===== src/rtl/pc_gen.sv =====
// Program-counter generator for the fetch stage: sequential advance, stall hold,
// buffered redirect/trap. Optional macro PC_ALIGN_CHECK_EN turns misaligned redirects into traps.
//
// state | meaning
// BOOT  | out of reset, no fetch presented yet
// RUN   | presenting pc_out, nothing buffered
// PEND  | presenting pc_out, a redirect or trap is buffered
module pc_gen #(
  parameter int unsigned     PC_W      = 32,
  parameter logic [PC_W-1:0] RESET_VEC = '0,
  parameter logic [PC_W-1:0] TRAP_VEC  = PC_W'(32'h0000_0100),
  parameter int unsigned     INC       = 4
) (
  input  logic            clk,
  input  logic            rst_n,
  input  logic            hazard_stall,
  input  logic            redirect_valid,
  input  logic [PC_W-1:0] redirect_target,
  input  logic            trap_valid,
  input  logic            fetch_ready,
  output logic            fetch_valid,
  output logic [PC_W-1:0] pc_out,
  output logic            redirect_taken,
  output logic            misalign_err
);

  typedef enum logic [1:0] {BOOT, RUN, PEND} state_t;

  state_t          state;
  logic            pend_trap;
  logic            pend_redir;
  logic [PC_W-1:0] pend_target;
  logic            misaligned;
  logic            req_trap;
  logic            req_redir;
  logic            adv;

`ifdef PC_ALIGN_CHECK_EN
  assign misaligned = redirect_valid && (redirect_target[1:0] != 2'b00);

  always_ff @(posedge clk or negedge rst_n) begin
    if (!rst_n) misalign_err <= 1'b0;
    else        misalign_err <= misaligned;
  end
`else
  assign misaligned   = 1'b0;
  assign misalign_err = 1'b0;
`endif

  // A misaligned redirect is promoted to a trap and the redirect itself dropped.
  assign req_trap  = trap_valid || misaligned;
  assign req_redir = redirect_valid && !misaligned;
  assign adv       = fetch_ready && !hazard_stall && (state != BOOT);

  always_ff @(posedge clk or negedge rst_n) begin
    if (!rst_n) begin
      state          <= BOOT;
      pc_out         <= RESET_VEC;
      fetch_valid    <= 1'b0;
      redirect_taken <= 1'b0;
      pend_trap      <= 1'b0;
      pend_redir     <= 1'b0;
      pend_target    <= '0;
    end else begin
      fetch_valid <= 1'b1;
      if (adv) begin
        if (req_trap || pend_trap) begin
          pc_out         <= TRAP_VEC;
          redirect_taken <= 1'b1;
        end else if (req_redir) begin
          pc_out         <= redirect_target;
          redirect_taken <= 1'b1;
        end else if (pend_redir) begin
          pc_out         <= pend_target;
          redirect_taken <= 1'b1;
        end else begin
          pc_out         <= pc_out + PC_W'(INC);
          redirect_taken <= 1'b0;
        end
        pend_trap  <= 1'b0;
        pend_redir <= 1'b0;
        state      <= RUN;
      end else begin
        redirect_taken <= 1'b0;
        if (req_trap) begin
          pend_trap  <= 1'b1;
          pend_redir <= 1'b0;
          state      <= PEND;
        end else if (req_redir && !pend_trap) begin
          pend_redir  <= 1'b1;
          pend_target <= redirect_target;
          state       <= PEND;
        end else if (state == BOOT) begin
          state <= RUN;
        end
      end
    end
  end

endmodule


===== config.mk =====
export PLATFORM = sky130hd
export DESIGN_NAME = pc_gen
export DESIGN_NICKNAME = d
export VERILOG_FILES = /design/src/rtl/pc_gen.sv
export SDC_FILE = /design/constraint.sdc
export NUM_CORES = 1
export LEC_CHECK = 0
export CORE_AREA = 2 2 109 111
export CTS_BUF_LIST = sky130_fd_sc_hd__clkbuf_16
export DETAILED_ROUTE_END_ITERATION = 12
export DIE_AREA = 0 0 111 113
export PLACE_DENSITY = 0.67
export SETUP_SLACK_MARGIN = 0.15
export SYNTH_ARGS = -nofsm -noshare
export SYNTH_HDL_FRONTEND = slang
export SYNTH_SLANG_ARGS = --single-unit

===== constraint.sdc =====
create_clock -name clk -period 6.35 [get_ports clk]
set_input_delay 1.27 -clock clk [delete_from_list [all_inputs] [get_ports clk]]
set_output_delay 1.27 -clock clk [all_outputs]
set_load 0.03 [all_outputs]

# Word level (Yosys, flattened, before mapping)
# Cells that the tools add are included.
dict set report word_totals {
  ff_bits 70
  inputBits 38
  output_inout_bits 35
  word_cells 38
}
dict set report classes {
  add_sub_neg 1
  muxes 16
  bitwise 2
  n_reduce_logical 12
}
# op count
set ops {}
lappend ops {{two-way mux 32 bit} 3}
lappend ops {{adder 32 x 3 -> 32 bit (second input constant)} 1}
lappend ops {{two-way mux 1 bit} 9}
lappend ops {{two-way mux 2 bit} 4}
lappend ops {{nonzero test 2 bit} 2}
lappend ops {{nonzero test 4 bit} 1}
lappend ops {{logical AND 1 bit} 3}
lappend ops {{AND reduction 3 bit} 1}
lappend ops {{nonzero test 3 bit} 1}
lappend ops {{logical NOT 1 bit} 2}
lappend ops {{logical NOT 2 bit} 1}
lappend ops {{NOT 1 bit} 2}
lappend ops {{logical OR 1 bit} 1}

# Logic depth before layout (Yosys ltp)
dict set report logic_depth {
  ltp_word 5
  depth_mapped 8
  depth_no_buf 6
}

# Worst setup path after synthesis
# Ideal clock, no wire load.
dict set report synth_path {
  kind {input-to-reg}
  from {in hazard_stall}
  to {reg pend_target[0]}
  setup_time_ps 125
  arrival_ps 2521
  t_required_ps 6225
  path_slack_ps 3705
  stages 5
  n_path_buf 1
  cell_sequence {nand2b_1 > nor2_1 > nor4_1 > buf_2 > mux2_2}
}
dict set report synth_via {
  elab_chain_cells 5
}
# item line_no
set synth_lines {}
lappend synth_lines {{start: declaration} 16} ;# input logic hazard_stall,
lappend synth_lines {{logical NOT 1 bit} 53} ;# assign adv = fetch_ready && !hazard_stall && (state != BOOT);
lappend synth_lines {{logical AND 1 bit (2 in a row)} 53}
lappend synth_lines {{NOT 1 bit (no line)} n/a}
lappend synth_lines {{AND reduction 3 bit (no line)} n/a}
lappend synth_lines {{end signal: assignment} 91} ;# pend_target <= redirect_target;
lappend synth_lines {{end: declaration} 32} ;# logic [PC_W-1:0] pend_target;
# No other way between the ends.
# A chain may end at the register's enable or synchronous reset.

# Worst setup path in the final report
dict set report layout_path {
  from {in redirect_valid}
  to {reg pend_target[14]}
}
dict set report layout_via {
  elab_chain_cells 2
}
# item line_no
set layout_lines {}
lappend layout_lines {{start: declaration} 17} ;# input logic redirect_valid,
lappend layout_lines {{logical AND 1 bit} 89} ;# end else if (req_redir && !pend_trap) begin
lappend layout_lines {{AND reduction 3 bit (no line)} n/a}
# No other way between the ends.

==> results.md <==
* I/O Pins at 73
* Wire length per cell at between 15 and 20 um
* Initial Util at between 30 and 40%
* DRT Pass-1 Iters at 5
* Slew at the pin with the worst max-slew slack at between 1 and 1.5 ns
* Crit path DAT at 4.13 ns
* Setup Buffers After CTS at 0
* Achievable Freq at 0.255 GHz
* Top post-synthesis cells by count: 70 x dfrtp_1, 37 x nor2_1, 32 x mux2_2
* Cells after Synth at around 390
* Final worst path period need at ~4 ns
* Status: completed
* CP max FO at 30
* Vias at between 3000 and 4000
* Worst Setup Start Kind: primary input
* Hold buffers post-CTS at 0
* Post-CTS Resized at 0
* Final #Nets at 494
* Fin. max-slew vios at 0
* Layout fillers at 1084
* Post-synthesis net count at 430
* Area grow syn2layout at 28.1%
* Wirelength, routed at about 11000 um
* Skew final at 0.00556 ns
* H-tree Lvls at 3
* Ys flop type: dfrtp_1
* Worst Hold Depth at 1
* Largest net degree at the start of global routing at 71
* Top post-synthesis cells by area: dfrtp_1 46%, mux2_2 9.5%, nor2_1 3.7%
* Setup ws final at 2.43 ns
* Clock slew at reported path FFs at 0.05 ns
* Count leader, synth: dfrtp_1
* CTS max path bufs at 2
* Initial DRC count at 233
* Hold EP: pend_target[0]
* Clock Tree Root: clkbuf_16
* Fin crit share at 61.8%
* Async S/R FF share, synth at between 90% and 100%
* TritonCTS Buffers at 9
* PD cells at ~280 mW/mm^2
* CP required at 6.56 ns
* #FFs+latches synth at 70
* GRT Total Usage at ~18%
* First-pass GRT wire length at 18100 um
* Top cell type's share of synthesized area at 46.2%
* Worst r2r path cells at 4
* Syn. warnings at 0
* Synth area leader: dfrtp_1
* Lkg Pwr at 1.93 nW
* Routability cong. at 0.852
* Maximum VDD drop at roughly 0.11 mV
* Antenna violations before repair at 0
* CTS tree: yes
* Mapped Area at 0.00379 sq mm
* RSZ-0062 raised after global routing: false
* Total negative setup slack at 0 ns
* Routed vias/inst at 5.78
* Max-Cap Viols at 0
* Worst rel slew slack at 16.6%
* Detail Placement HPWL at 7740 um
* Ant diodes at 0
* Distinct cells, synth at 57
* WHS at 0.504 ns
* RR Startpoint: pend_trap
* Row count at 39
* R2r setup slk at ~3.6 ns
* Antenna viol nets, final at 0
* Worst reg2reg path endpoint: pc_out[31]
* Placed Area at 0.00461 sq mm
* Vias in the first global route at 3355
* Seq/Total Area, Yosys at 46.2%
* Final instance area at 0.00486 sq mm
* Die W at 111 um
* Endpoint class of the critical path: flop
* Layout cell share with drive strength beyond 1 at 14.2%
* Count of final hold-check violations at 0
* Post-synth EDFFs at 0
* HP Start: pend_target[0]
* Congestion Overflow GR at 0
* Avg Cell Area, Syn at 9.70 sq um
* DRC at 0
* Die area at 0.0125 sq mm
* Worst-Skew Late Latency at 0.33 ns
* CORE AREA at 0.0113 sq mm
* Final setup vio count at 0
* Die height at approximately 110 um
* Setup slack after placement at 2.10 ns
* HP Class: flop to flop
* Setup Crit Path Kind: primary input to flop
* CTS Sinks at 70
* Port Buffers at 71
## layout make-up
cell class / count / area [sq um] / area share [%]
clock buffers: 9 / 225 / 4.64
repair buffers: 77 / 751 / 15.5
clock inverters: 6 / 22.5 / 0.464
inverters: 8 / 30.0 / 0.618
well taps: 143 / 179 / 3.68
multi-input cells: 289 / 1900 / 39.1
flip-flops and latches: 70 / 1750 / 36.1
## cells in the final DEF, fill, tap and decap left out, types with 8 or more instances in the layout
master           count
a21oi_1             26
a31oi_1              8
clkbuf_16            9
clkdlybuf4s50_1     70
dfrtp_1             70
inv_1               10
mux2_2              32
nand2_1             27
nand3_1             15
nor2_1              37
o21ai_0             27
o221ai_1            11
o22ai_1              8
## worst max-delay path, cell delays in order
cell and delay, ns:
clkdlybuf4s50_1 0.97, inv_1 0.67, nor4_2 0.48, buf_4 0.35, mux2_2 0.38
## routing by layer
metal,GRT usage [%],up-vias,share of wire (%)
li1,-,1601,-
met5,0,-,0
met2,28.9,157,47
met3,4.12,13,6.9
met4,5.17,0,1.2
met1,25.0,1708,45
## how the worst max path moves through the flow
stage                     depth (start not counted)         endpoint            from  slack, ns
after floorplan                                   5   pend_target[0]    hazard_stall       3.70
after global placement                            5  pend_target[14]  redirect_valid       2.15
after detailed placement                          5  pend_target[31]  redirect_valid       2.10
after CTS                                         5  pend_target[14]  redirect_valid       2.45
after global routing                              5  pend_target[22]  redirect_valid       2.27
final                                             5  pend_target[14]  redirect_valid       2.43
## sequential cells by signal, indices dropped and copies added, names as in the netlist
register / cells
pc_out: 32
pend_redir: 1
state: 2
pend_target: 32
fetch_valid: 1
pend_trap: 1
redirect_taken: 1
## where the power goes
group / switching [mW] / leakage, nW / total [mW] / internal [mW]
combinational: 0.166 / 0.928 / 0.325 / 0.159
clock: 0.177 / 0.128 / 0.430 / 0.254
sequential: 0.0844 / 0.874 / 0.628 / 0.543
## kinds of logic after synthesis
group	count (synthesis)	synth area share, %
simple gates	129	17.6
compound gates	123	21.7
flops	70	46.2
mux	33	9.77
buf+inv	32	3.93
other cells	2	0.198
fa+ha+maj	1	0.330
xor+xnor	1	0.231
## metrics by stage
step | power (mW) | utilization, % | std cells
floorplan | 0.811 | - | 391
global placement | 0.944 | 40.9 | 587
detailed placement | 0.959 | 40.9 | 587
CTS | 1.39 | 43.1 | 602
global route | 1.45 | 43.1 | 602
finish | 1.38 | 43.1 | 602
Note: power is estimated with default switching activity, not from simulation.
